## config.mk

```make
export PLATFORM = sky130hd
export DESIGN_NAME = pc_sequencer
export DESIGN_NICKNAME = d
export VERILOG_FILES = /design/src/rtl/pc_seq_pkg.sv /design/src/rtl/pc_redirect_arb.sv /design/src/rtl/pc_sequencer.sv
export SDC_FILE = /design/constraint.sdc
export NUM_CORES = 1
export LEC_CHECK = 0
export ABC_AREA = 1
export CORE_UTILIZATION = 40
export DETAILED_ROUTE_END_ITERATION = 7
export PLACE_DENSITY = 0.93
export SLEW_MARGIN = 20
export SYNTH_ARGS = -nofsm -noshare
export SYNTH_HDL_FRONTEND = slang
export SYNTH_SLANG_ARGS = --single-unit
```

## constraint.sdc

```tcl
create_clock -name clk -period 1.8 [get_ports clk]
set_clock_uncertainty 0.1 [all_clocks]
set_input_delay 0.18 -clock clk [delete_from_list [all_inputs] [get_ports clk]]
set_output_delay 0.18 -clock clk [all_outputs]
set_load 0.02 [all_outputs]
```

## src/rtl/pc_seq_pkg.sv

```systemverilog
// pc_seq_pkg: shared types and defaults for the program-counter sequencer.
//   pc_seq_state_e : sequencer FSM states (BOOT, RUN, REDIR, HOLD)
//   pc_seq_src_e   : redirect source codes (NONE, JAL, BR, TRAP)
//   DEFAULT_RESET_VECTOR / DEFAULT_TRAP_VECTOR : default fetch vectors
//   CNT_W          : width of the flush-bubble counter (FLUSH_CYCLES <= 4)
// Optional feature macro used by the slice: PC_SEQ_MISALIGN_TRAP_EN.
package pc_seq_pkg;

  typedef enum logic [1:0] {
    ST_BOOT  = 2'd0,
    ST_RUN   = 2'd1,
    ST_REDIR = 2'd2,
    ST_HOLD  = 2'd3
  } pc_seq_state_e;

  typedef enum logic [1:0] {
    SRC_NONE = 2'd0,
    SRC_JAL  = 2'd1,
    SRC_BR   = 2'd2,
    SRC_TRAP = 2'd3
  } pc_seq_src_e;

  localparam logic [31:0] DEFAULT_RESET_VECTOR = 32'h0000_0000;
  localparam logic [31:0] DEFAULT_TRAP_VECTOR  = 32'h0000_0100;
  localparam int          CNT_W                = 3;

  // Branches and traps are resolved in EX, so the instruction already in
  // ID/EX is wrong-path; a jump is decoded in ID, so ID/EX is still valid.
  function automatic logic needs_id_ex_flush(input pc_seq_src_e src);
    return (src == SRC_BR) || (src == SRC_TRAP);
  endfunction

endpackage

```

## src/rtl/pc_redirect_arb.sv

```systemverilog
// pc_redirect_arb: combinational fixed-priority next-PC redirect arbiter.
// Priority: pending trap / trap_req > br_taken > jal_valid.
// Ports:
//   trap_pend, trap_req      : trap requests (pending flag and live request)
//   br_taken, br_target      : EX branch redirect
//   jal_valid, jal_target    : ID jump redirect
//   grant_src                : winning source (SRC_NONE when idle)
//   grant_target             : winning target address
//   grant_misalign           : winning BR/JAL target was misaligned and trapped
// Macro PC_SEQ_MISALIGN_TRAP_EN: misaligned BR/JAL targets become a trap to
// TRAP_VECTOR; otherwise target bits [1:0] are cleared.
module pc_redirect_arb
  import pc_seq_pkg::*;
#(
  parameter logic [31:0] TRAP_VECTOR = DEFAULT_TRAP_VECTOR
) (
  input  logic          trap_pend,
  input  logic          trap_req,
  input  logic          br_taken,
  input  logic [31:0]   br_target,
  input  logic          jal_valid,
  input  logic [31:0]   jal_target,
  output pc_seq_src_e   grant_src,
  output logic [31:0]   grant_target,
  output logic          grant_misalign
);

  pc_seq_src_e sel_src;
  logic [31:0] sel_target;

  always_comb begin
    sel_src    = SRC_NONE;
    sel_target = '0;
    if (trap_pend || trap_req) begin
      sel_src    = SRC_TRAP;
      sel_target = TRAP_VECTOR;
    end else if (br_taken) begin
      sel_src    = SRC_BR;
      sel_target = br_target;
    end else if (jal_valid) begin
      sel_src    = SRC_JAL;
      sel_target = jal_target;
    end
  end

  always_comb begin
    grant_src      = sel_src;
    grant_target   = sel_target;
    grant_misalign = 1'b0;
    if ((sel_src == SRC_BR) || (sel_src == SRC_JAL)) begin
`ifdef PC_SEQ_MISALIGN_TRAP_EN
      if (sel_target[1:0] != 2'b00) begin
        grant_src      = SRC_TRAP;
        grant_target   = TRAP_VECTOR;
        grant_misalign = 1'b1;
      end
`else
      grant_target[1:0] = 2'b00;
`endif
    end
  end

endmodule

```

## src/rtl/pc_sequencer.sv

```systemverilog
// pc_sequencer: program-counter controller for the 5-stage pipeline.
// Arbitrates trap / branch / jump redirects, merges hazard and imem stalls,
// inserts FLUSH_CYCLES bubbles per redirect and loads the boot vector.
// Ports:
//   clk, rst                : clock, synchronous active-high reset
//   hz_stall, imem_ready    : load-use stall, imem accepts fetch
//   br_taken, br_target     : EX branch redirect request
//   jal_valid, jal_target   : ID jump redirect request
//   trap_req                : trap request
//   pc_stall, pc_write, pc_src : PC controls
//   flush_if_id, flush_id_ex   : pipeline register kills
//   fetch_valid             : current fetch is on the correct path
//   misalign                : pulse in REDIR for a trapped misaligned target
//   state_dbg               : current FSM state (pc_seq_state_e encoding)
// Macro PC_SEQ_MISALIGN_TRAP_EN enables misaligned-target trapping.
//
// Handshake: there is no valid/ready pair; requests are level-sampled
// each rising edge in RUN and either win arbitration or are dropped.
module pc_sequencer
  import pc_seq_pkg::*;
#(
  parameter logic [31:0] RESET_VECTOR = DEFAULT_RESET_VECTOR,
  parameter logic [31:0] TRAP_VECTOR  = DEFAULT_TRAP_VECTOR,
  parameter int          FLUSH_CYCLES = 2
) (
  input  logic        clk,
  input  logic        rst,
  input  logic        hz_stall,
  input  logic        imem_ready,
  input  logic        br_taken,
  input  logic [31:0] br_target,
  input  logic        jal_valid,
  input  logic [31:0] jal_target,
  input  logic        trap_req,
  output logic        pc_stall,
  output logic        pc_write,
  output logic [31:0] pc_src,
  output logic        flush_if_id,
  output logic        flush_id_ex,
  output logic        fetch_valid,
  output logic        misalign,
  output logic [1:0]  state_dbg
);

  localparam logic [CNT_W-1:0] FLUSH_LOAD = CNT_W'(FLUSH_CYCLES - 1);

  pc_seq_state_e    state_q, state_d;
  pc_seq_src_e      src_q;
  logic [31:0]      target_q;
  logic             mis_q;
  logic [CNT_W-1:0] cnt_q, cnt_d;
  logic             trap_pend_q, trap_pend_d;
  logic             in_reset_q;
  logic             capture;

  pc_seq_src_e      grant_src;
  logic [31:0]      grant_target;
  logic             grant_misalign;

  pc_redirect_arb #(
    .TRAP_VECTOR (TRAP_VECTOR)
  ) u_arb (
    .trap_pend      (trap_pend_q),
    .trap_req       (trap_req),
    .br_taken       (br_taken),
    .br_target      (br_target),
    .jal_valid      (jal_valid),
    .jal_target     (jal_target),
    .grant_src      (grant_src),
    .grant_target   (grant_target),
    .grant_misalign (grant_misalign)
  );

  always_comb begin
    state_d     = state_q;
    cnt_d       = cnt_q;
    trap_pend_d = trap_pend_q;
    capture     = 1'b0;
    pc_stall    = 1'b0;
    pc_write    = 1'b0;
    flush_if_id = 1'b0;
    flush_id_ex = 1'b0;
    fetch_valid = 1'b0;
    misalign    = 1'b0;
    case (state_q)
      ST_BOOT: begin
        // in_reset_q keeps BOOT outputs quiet while rst is still held, so
        // the boot-vector load happens in the first cycle after release.
        if (in_reset_q) begin
          pc_stall = 1'b1;
        end else begin
          pc_write = 1'b1;
          state_d  = ST_RUN;
        end
      end
      ST_RUN: begin
        fetch_valid = 1'b1;
        pc_stall    = hz_stall | ~imem_ready;
        // Redirects win over stalls: the target is captured regardless.
        if (grant_src != SRC_NONE) begin
          capture     = 1'b1;
          trap_pend_d = 1'b0;
          state_d     = ST_REDIR;
        end
      end
      ST_REDIR: begin
        pc_write    = 1'b1;
        flush_if_id = 1'b1;
        flush_id_ex = needs_id_ex_flush(src_q);
        misalign    = mis_q;
        trap_pend_d = trap_pend_q | trap_req;
        cnt_d       = FLUSH_LOAD;
        state_d     = (FLUSH_LOAD == '0) ? ST_RUN : ST_HOLD;
      end
      ST_HOLD: begin
        pc_stall    = 1'b1;
        flush_if_id = 1'b1;
        trap_pend_d = trap_pend_q | trap_req;
        cnt_d       = cnt_q - 1'b1;
        if (cnt_q <= 1) state_d = ST_RUN;
      end
      default: state_d = ST_BOOT;
    endcase
  end

  always_ff @(posedge clk) begin
    if (rst) begin
      state_q     <= ST_BOOT;
      in_reset_q  <= 1'b1;
      trap_pend_q <= 1'b0;
      target_q    <= RESET_VECTOR;
      src_q       <= SRC_NONE;
      mis_q       <= 1'b0;
      cnt_q       <= '0;
    end else begin
      state_q     <= state_d;
      in_reset_q  <= 1'b0;
      trap_pend_q <= trap_pend_d;
      cnt_q       <= cnt_d;
      if (capture) begin
        target_q <= grant_target;
        src_q    <= grant_src;
        mis_q    <= grant_misalign;
      end
    end
  end

  assign pc_src    = target_q;
  assign state_dbg = state_q;

endmodule
```

==> flow_summary.yaml, run 1 <==
synthesis:
  synth_compound_area_share_pct: 13.8
  syn-cell-area_sq_um: 2130
  synthSimpleGateAreaFrac_pct: 34.6
  synth_fa_ha_area_share_pct: 4.69
  synth_cell_type_count: 21
  synth_top_family_by_area: "simple AND/OR/NAND/NOR gates"
  muxShareOfSynthArea_pct: 0
  synth_seq_cells: 40
  postSynthAreaPerCell_sq_um: 6.77
  ys_warn_count: 0
  synth_area_leader_cell: "dfxtp_1"
  ys_seq_area_share_pct: 37.5
  synth_xor_area_share_pct: 0
  synthesis.nets: 394
  synthTopCellsByArea: "dfxtp_1 38%, nand2_1 29%, a21oi_1 5.9%"
  synth.top_cell.area_share_pct: 37.5
  syn_inst: 315
power:
  worst_ir_drop_vdd_mv: 0.627
  total_power_mw: 3.34
  p_leak_nw: 1.47
  p_per_area_nw_per_um2: 967
worst_setup_path:
  crit_chain: "buf_4 -> ha_2 -> nor2_4 -> inv_1 -> clkdlybuf4s15_2"
  start_kind: "flip-flop"
  critPathSlowestCell: "dfxtp_2"
  crit_path_end_kind: "output port"
  cp_slowest_stage_delay_ps: 340
  crit_required_ps: 1520
  r2r_slack_ps: 140
  critPathArrivalTime_ps: 1420
  cpLargestDelayFamily: "buffers and inverters"
  worstPathMaxFanout: 4
  path_class: "reg2out"
  crit_buf_inv: 3
floorplan:
  core_area_sq_um: 5110
  die_w_um: 75.0
  ioPinCount: 111
  num_rows: 26
  start_util_pct: 41.8
  die_h_um: 75.0
  dieArea_sq_um: 5630
route:
  dr_total_vias: 2358
  remaining_drc_errors: 0
  wire_per_inst_um: 12.2
  dr.pass1.iters: 4
  drt-total-wl_um: 6110
  drt_iter0_markers: 94
  postRouteAntennaNets: 0
  via_per_inst: 4.73
cells_and_area:
  area_delta_synth_final_pct: 61.7
  layout-drive-gt1-share_pct: 11.2
  finalCoreUtilization_pct: 67.5
  fin_cells: 499
  final_common_cell: "nand2_1"
  nets: 507
  fill_cells: 454
  final_cell_mix: "165 x nand2_1, 103 x clkdlybuf4s50_1, 38 x dfxtp_1"
  diodes: 0
clock_tree:
  root_buffer: "clkbuf_8"
  cts_tree: "yes"
  path_clk_slew_ps: 70
  clock_latency_ps: 290
  post_cts_buffers: 0
  htreeDepth: 2
  cts_hold_buf: 0
  cts-root-to-sink-buffers: 2
  numCtsBuffers: 5
  clkSinkCount: 40
placed_design:
  dp.cells: 491
  io_buffers: 109
  place_congestion: 0.888
  dpl.hpwl_um: 4690
grt:
  track_usage_pct: 23.0
  grt_overflow: 0
  grt_pass1_wl_um: 9750
  grt_max_degree: 35
  grt_pass1_vias: 2205
  antenna_found_initial: 0
timing:
  rsz0062_at_grt: "false"
  hold-worst-slack_ps: 365
  slew_viol_final: 0
  finalHoldViolCount: 0
  min_period_ps: 1700
  period_share_pct: 94.6
  fmaxAchievable_mhz: 587
  finalSetupViolCount: 0
run:
  maxCapViolations: 0
status:
  status: "completed"
worst_hold_path:
  hold_path.class: "reg2reg"
==> registers in the layout (all words and copies together), names as in the netlist <==
name / count
trap_pend_q: 1
cnt_q: 3
src_q: 1
in_reset_q: 1
state_dbg: 2
pc_src: 32
==> per-stage QoR <==
step | worst slack [ps] | area [sq um] | TNS, ps
2_1_floorplan | 72.1 | 2130 | 0
3_3_place_gp | -136 | 3350 | -4060
3_5_place_dp | -239 | 3350 | -6740
4_1_cts | -6.96 | 3440 | -6.96
5_1_grt | 9.56 | 3450 | 0
6_report | 97.4 | 3450 | 0
==> path summary, 6_finish.rpt <==
kind	endpoint	from	cells past startpoint
setup / recovery	flush_if_id	state_dbg[1]	5
hold / removal	pc_src[17]	pc_src[17]	2
setup reg to reg	pc_src[30]	trap_pend_q	9
hold reg to reg	pc_src[17]	pc_src[17]	2
==> timing repair <==
item | CTS | global route
gates resized for setup | 12 | 10
endpoints found under the hold margin | 0 | 0
pin swaps | 0 | 1
setup endpoints to repair | 5 | 20
==> synth_stat cells <==
cell type / instances
a21oi_1: 25
a21oi_2: 13
a31oi_1: 2
buf_1: 2
buf_2: 7
buf_4: 2
buf_6: 6
clkbuf_1: 1
conb_1: 1
dfxtp_1: 40
ha_1: 8
inv_1: 18
nand2_1: 165
nand2_4: 1
nand3_1: 6
nor2_1: 6
nor2_8: 2
o211ai_1: 1
o21ai_0: 7
or2_2: 1
or2_4: 1
==> power by group <==
part	leakage (nW)	switching [mW]	internal, mW
clock network	0.0510	0.315	0.306
logic	1.10	0.865	0.755
registers	0.326	0.0808	1.01
total	1.47	1.26	2.07
==> logic make-up (layout without fill, tap and decap cells) <==
kind of cell / count (synthesis) / in the layout
buffers and inverters: 36 / 150
adder cells (fa/ha/maj): 8 / 8
flip-flops: 40 / 40
AO/OA/AOI/OAI: 48 / 48
other: 1 / 1
AND/OR/NAND/NOR: 182 / 182
==> layer usage <==
layer / vias to the layer above / track usage (%) / wire [um]
met2: 70 / 39.3 / 3060
met4: 0 / 9.85 / 106
met5: - / 0 / 0
met1: 1078 / 27.0 / 2540
met3: 11 / 6.29 / 397
li1: 1199 / - / -
==> worst min-delay path: stages, from the launching register on <==
cell and delay [ps]:
dfxtp_1 310, nand2_1 60, a21oi_1 50
==> layout make-up <==
class	count	area, sq um	share of cell area, %
flip-flops and latches	40	803	23.3
clock inverters	2	10.0	0.290
multi-input cells	239	1150	33.2
repair buffers	124	1250	36.3
inverters	18	67.6	1.96
well taps	70	87.6	2.54
clock buffers	6	82.6	2.39
Note: power is estimated with default switching activity, not from simulation.
==> inputs of run 2 (changes only) <==
Settings changed: CAP_MARGIN set to 15.
==> results of run 2 <==
No change in the layout: final DEF, timing and power equal those of run 1.
